--- config.mk ---
export PLATFORM = sky130hd
export DESIGN_NAME = mem_wb_ctrl
export DESIGN_NICKNAME = d
export VERILOG_FILES = /design/src/rtl/mem_wb_ctrl.sv
export SDC_FILE = /design/constraint.sdc
export NUM_CORES = 1
export LEC_CHECK = 0
export CORE_ASPECT_RATIO = 0.6
export CORE_MARGIN = 1
export CORE_UTILIZATION = 39
export DETAILED_ROUTE_END_ITERATION = 8
export HOLD_SLACK_MARGIN = 0.02
export MAX_ROUTING_LAYER = met4
export PLACE_DENSITY_LB_ADDON = 0.25
export SYNTH_ARGS = -nofsm -noshare
export SYNTH_HDL_FRONTEND = slang
export SYNTH_SLANG_ARGS = --single-unit
--- constraint.sdc ---
create_clock -name clk -period 6.3 [get_ports clk]
set_clock_uncertainty 0.2 [all_clocks]
set_input_delay 1.26 -clock clk [delete_from_list [all_inputs] [get_ports clk]]
set_output_delay 1.26 -clock clk [all_outputs]
set_load 0.1 [all_outputs]
--- src/rtl/mem_wb_ctrl.sv ---
// Memory/writeback stage controller: store buffer, load-after-store hazard handling, PC history.
// Defining MEM_WB_SB_FORWARD_EN enables word store-to-load forwarding from the store buffer.
module mem_wb_ctrl #(
    parameter int DATA_W   = 32,
    parameter int ADDR_W   = 32,
    parameter int SB_DEPTH = 4,
    parameter int PC_LAG   = 2
) (
    input  logic              clk,
    input  logic              reset,
    input  logic [3:0]        state,
    input  logic [2:0]        func3,
    input  logic [ADDR_W-1:0] pc,
    input  logic [DATA_W-1:0] imm,
    input  logic [DATA_W-1:0] rs2_data,
    input  logic [DATA_W-1:0] alu_o,
    input  logic [1:0]        fwd_b,
    input  logic [DATA_W-1:0] mem_rdata,
    input  logic              mem_ready,
    output logic              pc_we,
    output logic [ADDR_W-1:0] pc_wdata,
    output logic              reg_we,
    output logic [DATA_W-1:0] reg_wdata,
    output logic              mem_we,
    output logic [ADDR_W-1:0] mem_addr,
    output logic [DATA_W-1:0] mem_wdata,
    output logic [2:0]        mem_func3,
    output logic [DATA_W-1:0] fwd_data,
    output logic              stall_o
);
    // State encodings as defined in Defines.v.
    localparam logic [3:0] IDLE            = 4'd0;
    localparam logic [3:0] RegWrite        = 4'd1;
    localparam logic [3:0] MemReadRegWrite = 4'd2;
    localparam logic [3:0] MemWrite        = 4'd3;
    localparam logic [3:0] PCSelectWrite   = 4'd4;
    localparam logic [3:0] PCWrite         = 4'd5;
    localparam logic [3:0] LuiRegWrite     = 4'd6;
    localparam int PTR_W = $clog2(SB_DEPTH);

    logic [ADDR_W-1:0] sbAddr  [SB_DEPTH];
    logic [DATA_W-1:0] sbData  [SB_DEPTH];
    logic [2:0]        sbFunc3 [SB_DEPTH];
    logic [PTR_W-1:0]  headPtr;
    logic [PTR_W-1:0]  tailPtr;
    logic [PTR_W-1:0]  scanIdx;
    logic [PTR_W:0]    sbCount;
    logic [ADDR_W-1:0] pcHist [PC_LAG];
    logic [ADDR_W-1:0] histOut;
    logic [ADDR_W-1:0] aluAddr;
    logic              sbEmpty, sbFull, isLoad, anyMatch, canForward;
    logic              loadStall, pushReq, pushOk, drainOk;
    logic [DATA_W-1:0] fwdEntryData;
    logic              unusedFwdB;

    assign aluAddr    = ADDR_W'(alu_o);
    assign histOut    = pcHist[PC_LAG-1];
    assign sbEmpty    = (sbCount == '0);
    assign sbFull     = (sbCount == (PTR_W+1)'(SB_DEPTH));
    assign unusedFwdB = fwd_b[1];

`ifdef MEM_WB_SB_FORWARD_EN
    logic [2:0]        youngF3;
    logic [DATA_W-1:0] youngData;
    assign canForward   = anyMatch && (youngF3 == 3'b010) && (func3 == 3'b010);
    assign fwdEntryData = youngData;
`else
    assign canForward   = 1'b0;
    assign fwdEntryData = '0;
`endif

    // Scan valid entries oldest to youngest so the last hit is the youngest match.
    always_comb begin
        anyMatch = 1'b0;
        scanIdx  = '0;
`ifdef MEM_WB_SB_FORWARD_EN
        youngF3   = 3'b000;
        youngData = '0;
`endif
        for (int k = 0; k < SB_DEPTH; k++) begin
            scanIdx = headPtr + PTR_W'(k);
            if (((PTR_W+1)'(k) < sbCount) &&
                (sbAddr[scanIdx][ADDR_W-1:2] == aluAddr[ADDR_W-1:2])) begin
                anyMatch = 1'b1;
`ifdef MEM_WB_SB_FORWARD_EN
                youngF3   = sbFunc3[scanIdx];
                youngData = sbData[scanIdx];
`endif
            end else begin
                anyMatch = anyMatch;
            end
        end
    end

    // Hazard, buffer handshake and output decode; reset forces the PC to zero.
    always_comb begin
        pc_we     = 1'b0;
        pc_wdata  = '0;
        reg_we    = 1'b0;
        reg_wdata = '0;
        mem_we    = 1'b0;
        mem_addr  = '0;
        mem_wdata = '0;
        mem_func3 = 3'b000;
        isLoad    = (state == MemReadRegWrite);
        loadStall = isLoad && !fwd_b[0] && anyMatch && !canForward;
        // A stalled load releases the port so the conflicting store can drain.
        drainOk   = !sbEmpty && mem_ready && (!isLoad || loadStall) && !reset;
        pushReq   = (state == MemWrite);
        pushOk    = pushReq && (!sbFull || drainOk) && !reset;
        stall_o   = (pushReq && !pushOk) || loadStall;

        if (drainOk) begin
            mem_we    = 1'b1;
            mem_addr  = sbAddr[headPtr];
            mem_wdata = sbData[headPtr];
            mem_func3 = sbFunc3[headPtr];
        end else if (isLoad) begin
            mem_addr  = aluAddr;
            mem_func3 = func3;
        end else begin
            mem_we = 1'b0;
        end

        case (state)
            RegWrite: begin
                reg_we    = 1'b1;
                reg_wdata = alu_o;
            end
            LuiRegWrite: begin
                reg_we    = 1'b1;
                reg_wdata = imm;
            end
            PCSelectWrite: begin
                if (alu_o != '0) begin
                    pc_we    = 1'b1;
                    pc_wdata = histOut + ADDR_W'(imm) - ADDR_W'(32'd4);
                end else begin
                    pc_we = 1'b0;
                end
            end
            PCWrite: begin
                pc_we     = 1'b1;
                pc_wdata  = {aluAddr[ADDR_W-1:1], 1'b0};
                reg_we    = 1'b1;
                reg_wdata = DATA_W'(histOut);
            end
            MemReadRegWrite: begin
                if (fwd_b[0]) begin
                    reg_we    = 1'b1;
                    reg_wdata = fwd_data;
                end else if (!anyMatch) begin
                    reg_we    = 1'b1;
                    reg_wdata = mem_rdata;
                end else if (canForward) begin
                    reg_we    = 1'b1;
                    reg_wdata = fwdEntryData;
                end else begin
                    reg_we = 1'b0;
                end
            end
            IDLE, MemWrite: begin
                reg_we = 1'b0;
            end
            default: begin
                reg_we = 1'b0;
            end
        endcase

        if (reset) begin
            pc_we     = 1'b1;
            pc_wdata  = '0;
            reg_we    = 1'b0;
            reg_wdata = '0;
            mem_we    = 1'b0;
            mem_addr  = '0;
            mem_wdata = '0;
            mem_func3 = 3'b000;
            stall_o   = 1'b0;
        end else begin
            pc_we = pc_we;
        end
    end

    // Store buffer payload; validity is tracked by the pointers and count.
    always_ff @(posedge clk) begin
        if (pushOk) begin
            sbAddr[tailPtr]  <= aluAddr;
            sbData[tailPtr]  <= rs2_data;
            sbFunc3[tailPtr] <= func3;
        end
    end

    // Buffer pointers, occupancy and the forwarding register.
    always_ff @(posedge clk or posedge reset) begin
        if (reset) begin
            headPtr  <= '0;
            tailPtr  <= '0;
            sbCount  <= '0;
            fwd_data <= '0;
        end else begin
            if (pushOk)  tailPtr <= tailPtr + PTR_W'(1);
            if (drainOk) headPtr <= headPtr + PTR_W'(1);
            case ({pushOk, drainOk})
                2'b10:   sbCount <= sbCount + (PTR_W+1)'(1);
                2'b01:   sbCount <= sbCount - (PTR_W+1)'(1);
                default: sbCount <= sbCount;
            endcase
            if (pushOk)                  fwd_data <= rs2_data;
            else if (reg_we && !stall_o) fwd_data <= reg_wdata;
        end
    end

    // Fetch-PC delay line supplying the branch base of this instruction.
    always_ff @(posedge clk or posedge reset) begin
        if (reset) begin
            for (int i = 0; i < PC_LAG; i++) pcHist[i] <= '0;
        end else begin
            pcHist[0] <= pc;
            for (int i = 1; i < PC_LAG; i++) pcHist[i] <= pcHist[i-1];
        end
    end
endmodule

-- Yosys cells after proc, flatten, opt, wreduce, memory -nomap -nowiden
Memories as Yosys holds them, arrays and structs flattened.
Cells that the tools add are included.
- bits in registers: 103
- memory bits (writable): 268
- input port bits: 172
- output and inout bits: 167
- word-level logic and storage cells: 96
- memories: 3
- memory list (memory ; depth ; width ; rd ports ; clocked after Yosys merged registers in ; write ports ; line ; RTL):
    sbAddr ; 4 ; 32 ; 4 ; 0 ; 1 ; 41 ; logic [ADDR_W-1:0] sbAddr [SB_DEPTH];
    sbData ; 4 ; 32 ; 1 ; 0 ; 1 ; 42 ; logic [DATA_W-1:0] sbData [SB_DEPTH];
    sbFunc3 ; 4 ; 3 ; 1 ; 0 ; 1 ; 43 ; logic [2:0] sbFunc3 [SB_DEPTH];
- add/sub/neg operators: 8
- magnitude comparators: 4
- equality and inequality tests: 13
- muxes and demuxes: 34
- reductions and logical operators: 28
- operator list (operator ; number):
    32-bit two-way mux ; 12
    32-bit one-hot mux with 4 select lines ; 1
    30-bit equality test ; 4
    32-bit one-hot mux with 2 select lines ; 1
    32-bit adder ; 1
    32-bit nonzero test ; 1
    32-bit by 3-bit subtractor with 32-bit output, second input constant ; 1
    1-bit two-way mux ; 14
    1-bit logical AND ; 13
    4-bit by 3-bit equality test with 1-bit output, second input constant ; 3
    3-bit two-way mux ; 3
    4-bit by 2-bit equality test with 1-bit output, second input constant ; 2
    1-bit zero test ; 7
    1-bit by 3-bit less-than comparator with 1-bit output, first input constant ; 2
    2-bit by 3-bit less-than comparator with 1-bit output, first input constant ; 2
    3-bit one-hot mux with 2 select lines ; 1
    2-bit by 1-bit adder with 2-bit output, second input constant ; 2
    2-bit adder, second input constant ; 2
    4-bit by 1-bit equality test with 1-bit output, second input constant ; 1
    1-bit one-hot mux with 2 select lines ; 2
    2-bit nonzero test ; 2
    3-bit by 1-bit adder with 3-bit output, second input constant ; 1
    3-bit equality test, second input constant ; 1
    3-bit zero test ; 1
    5 further kinds ; 7

-- Logic depth before layout (Yosys ltp)
An unclocked memory read counts as a cell.
- depth after elaboration: 22
- gate-level depth with buffers: 21
- mapped depth without buffers: 14

-- Worst setup path before layout
No wires, ideal clock.
- path kind: input -> output
- from: input reset
- to: output pc_we
- arrival: 7150 ps
- required time: 4840 ps
- setup slack: -2310 ps
- cell stages on the path: 5
- buffers on the path: 3
- cell sequence: clkbuf_1 -> inv_1 -> clkbuf_1 -> clkbuf_1 -> nand3_1
- longest elaborated chain between the ends: 1
- ends and longest elaborated chain (item ; line ; RTL):
    start, declared ; 10 ; input logic reset,
    1-bit two-way mux ; 170 ; if (reset) begin
    end, declared ; 20 ; output logic pc_we,
Every way passes these cells.

-- Final worst setup path
- from: register headPtr[0]
- to: output mem_addr[12]
- longest elaborated chain between the ends: 13
- elaborated cells between the ends (all ways): 22
- those cells by class: add/sub: 3; eq/ne: 4; mux: 6; reduce/logical: 8; memory: 1
- ends and longest elaborated chain (item ; line ; RTL):
    start, declared ; 44 ; logic [PTR_W-1:0] headPtr;
    start signal, assigned ; 203 ; if (drainOk) headPtr <= headPtr + PTR_W'(1);
    2-bit by 1-bit adder with 2-bit output / memory 4 x 32 bit (equally long branches) ; -- ;
    memory 4 x 32 bit (*) ; -- ;
    30-bit equality test / 1-bit logical AND (equally long branches) ; 83, 82 ;
    1-bit logical AND / 1-bit two-way mux (equally long branches) ; 82 ; if (((PTR_W+1)'(k) < sbCount) &&
    1-bit two-way mux (3 in series) ; 82 ;
    1-bit logical AND ; 106 ; loadStall = isLoad && !fwd_b[0] && anyMatch && !canForward;
    1-bit logical OR ; 108 ; drainOk = !sbEmpty && mem_ready && (!isLoad || loadStall) && !reset;
    1-bit logical AND (2 in series) ; 108 ;
    32-bit two-way mux (*) ; 113 ; if (drainOk) begin
    32-bit two-way mux (*) ; 170 ;
    end, declared ; 25 ; output logic [ADDR_W-1:0] mem_addr,
Mark *: on every way between the ends. The rest lies on a longest branch, timed or not.

==> out/metrics.csv <==
metric,value,unit
drive_above_1_share,26.9,%
synth_edf_count,268,
grt_pass1_vias,17700,
async_flop_share,27.8,%
cp.arrival,4.81,ns
htree_levels,2,
min_path_type,reg2reg,
grt_max_degree,143,
num_rows,67,
cts_tree,done,
rr_worst_depth,14,
clock-sinks,371,
place.gp.congestion,1.03,
setup_viol,0,
insertion_delay,0.55,ns
seq_area_frac_synth,48.1,%
syn-num-nets,2144,
maxSlewViolCount,0,
numCtsBuffers,39,
area_delta_synth_final,39.4,%
io_pins,339,
final_area,30800,um2
post-route-period-util,99.5,%
finalPower,10.0,mW
wire_per_inst,27.5,um
period_needed,6.27,ns
die_h,186,um
track_usage,30.5,%
dpl_cell_area,29200,um2
relSlewSlack,14.8,%
route.detailed.drc,0,
dr.pass1.iters,8,
drv_cap,0,
p_leak,12.2,nW
path_cells,buf_16 > mux4_2 > xnor2_2 > nand4_1 > or3_1 > or4_4 > o311a_2 > o31a_2 > buf_12 > mux2i_2 > buf_4 > buf_12,
antenna_found_initial,7,
nets,2615,
cp_max_fo,26,
start_util,39.5,%
cts_buffer_depth,3,
dpl.hpwl,64500,um
port-buffer-count,337,
via_per_inst,5.93,
dieArea,57600,um2
r2r-start,headPtr[0],
synthTopCellsByCount,"edfxtp_1, inv_1, mux2i_1",
grt_pass1_wl,124000,um
die_x,309,um
critPathMaxStageDelay,0.55,ns
reg2reg_to,sbCount[2],
yosysTopAreaCellShare,36.4,%
crit_end,mem_addr[12],
crit_type,reg2out,
vias,18800,
yosys_warnings,0,
powerDensity,325,nW/um2
synth_area,22100,um2
synth_area_per_cell,11.6,um2
holdWs,0.141,ns
hold_violations,0,
startpoint_type,flip-flop,
startpoint,headPtr[0],
drt_iter0_markers,2425,
slowest_stage,mux4_2,
synth_most_common_cell,edfxtp_1,
synthCells,1901,
worst_path_most_repeated_cell,buf_12,
ant_nets,0,
core-area,55800,um2
clkTransAtPathRegs,0.07,ns
r2r_slack,1.68,ns
wl,86900,um
cts-root-buf,clkbuf_16,
grt_overflow,0,
ys_ff_latch,371,
yosys.area.top_type,edfxtp_1,
fmax,160,MHz
cp.required,4.84,ns
synth_area_leaders,"edfxtp_1, dfrtp_1, mux4_2",
ys_types,67,
crit_path_end_kind,output pin,
status,"finished, final reports clean",
tightest_slew,1.27,ns
ir_drop,0.214,mV
synth_ff_type,edfxtp_1,
[critical path: cells and delay by family, from the launching register on]
kind | cells | cell delay, ns
and+or+nand+nor | 3 | 1.17
AOI/OAI and AO/OA | 2 | 0.86
muxes | 2 | 0.80
buffers and inverters | 4 | 0.73
DFF | 1 | 0.48
xor gates and xnor gates | 1 | 0.17
[routing by layer]
metal  vias to the layer above  wire length, um  global-route usage (%)
met5                         -                0                       -
met4                         0             2460                    7.73
met3                       130             7940                    5.53
met2                       998            36200                    41.1
met1                      9541            40300                    46.5
li1                       8091                -                       -
[placed cells by master (no fill, tap or decap), types with 69 or more instances in the layout]
cell type / instances
nor2_1: 95
nand2_1: 91
mux2i_1: 116
clkdlybuf4s50_1: 198
mux4_2: 76
xnor2_1: 104
buf_4: 224
inv_1: 160
o21ai_0: 83
buf_12: 145
ha_1: 69
dfrtp_1: 101
edfxtp_1: 268
[cells by family after synthesis]
kind of cell | after synthesis | synth area share [%]
and+or+nand+nor | 412 | 9.54
AOI/OAI and AO/OA | 381 | 12.4
DFF | 371 | 48.1
buffers and inverters | 313 | 5.79
muxes | 234 | 15.4
xor gates and xnor gates | 119 | 4.72
adders and majority gates | 71 | 4.06
[power breakdown]
part | switching (mW) | internal, mW | total (mW)
registers | 0.124 | 2.74 | 2.86
clock network | 0.996 | 1.25 | 2.25
logic | 2.85 | 2.04 | 4.89
[final cells by class]
type                    count  area (um2)
well taps                 759         950
repair buffers            580        6840
flip-flops and latches    371       10600
clock buffers              56        1090
multi-input cells        1217       10500
clock inverters            13         108
fillers                  4751       25000
inverters                 163         618
diodes                      5        12.5
[what timing repair did]
action / 4_1_cts / 5_1_grt
pin swaps: 4 / 7
setup buffers: 5 / 3
hold buffers: 0 / 0
gates resized for setup: 13 / 35
setup endpoints to repair: 60 / 83
gates cloned: 2 / 2
[registers in the layout (all words and copies together) (netlist names)]
| name | flops |
|---|---|
| histOut | 32 |
| pcHist | 32 |
| sbAddr | 128 |
| fwd_data | 32 |
| sbData | 128 |
| sbCount | 3 |
| headPtr | 2 |
| sbFunc3 | 12 |
| tailPtr | 2 |
[stage by stage]
stage / setup TNS, ns / utilization (%) / instances / worst slack (ns)
after floorplan: -0.571 / - / 1901 / -0.285
after global placement: -0.600 / 52.2 / 3078 / -0.0764
after detailed placement: -1.16 / 52.2 / 3078 / -0.143
after CTS: 0 / 54.7 / 3154 / 0.00367
after global routing: -0.0378 / 55.1 / 3164 / -0.0202
final: 0 / 55.1 / 3164 / 0.0323
[worst min-delay path by stage]
stage	start	endpoint	slack (ns)	cells after the start
3_3_place_gp	pcHist[51]	histOut[19]	0.13	0
5_1_grt	pcHist[48]	histOut[16]	0.16	0
6_report	pcHist[43]	histOut[11]	0.14	0
2_1_floorplan	pcHist[32]	histOut[0]	0.13	0
4_1_cts	pcHist[43]	histOut[11]	0.14	0
3_5_place_dp	pcHist[43]	histOut[11]	0.13	0
(Power assumes the default switching activity.)
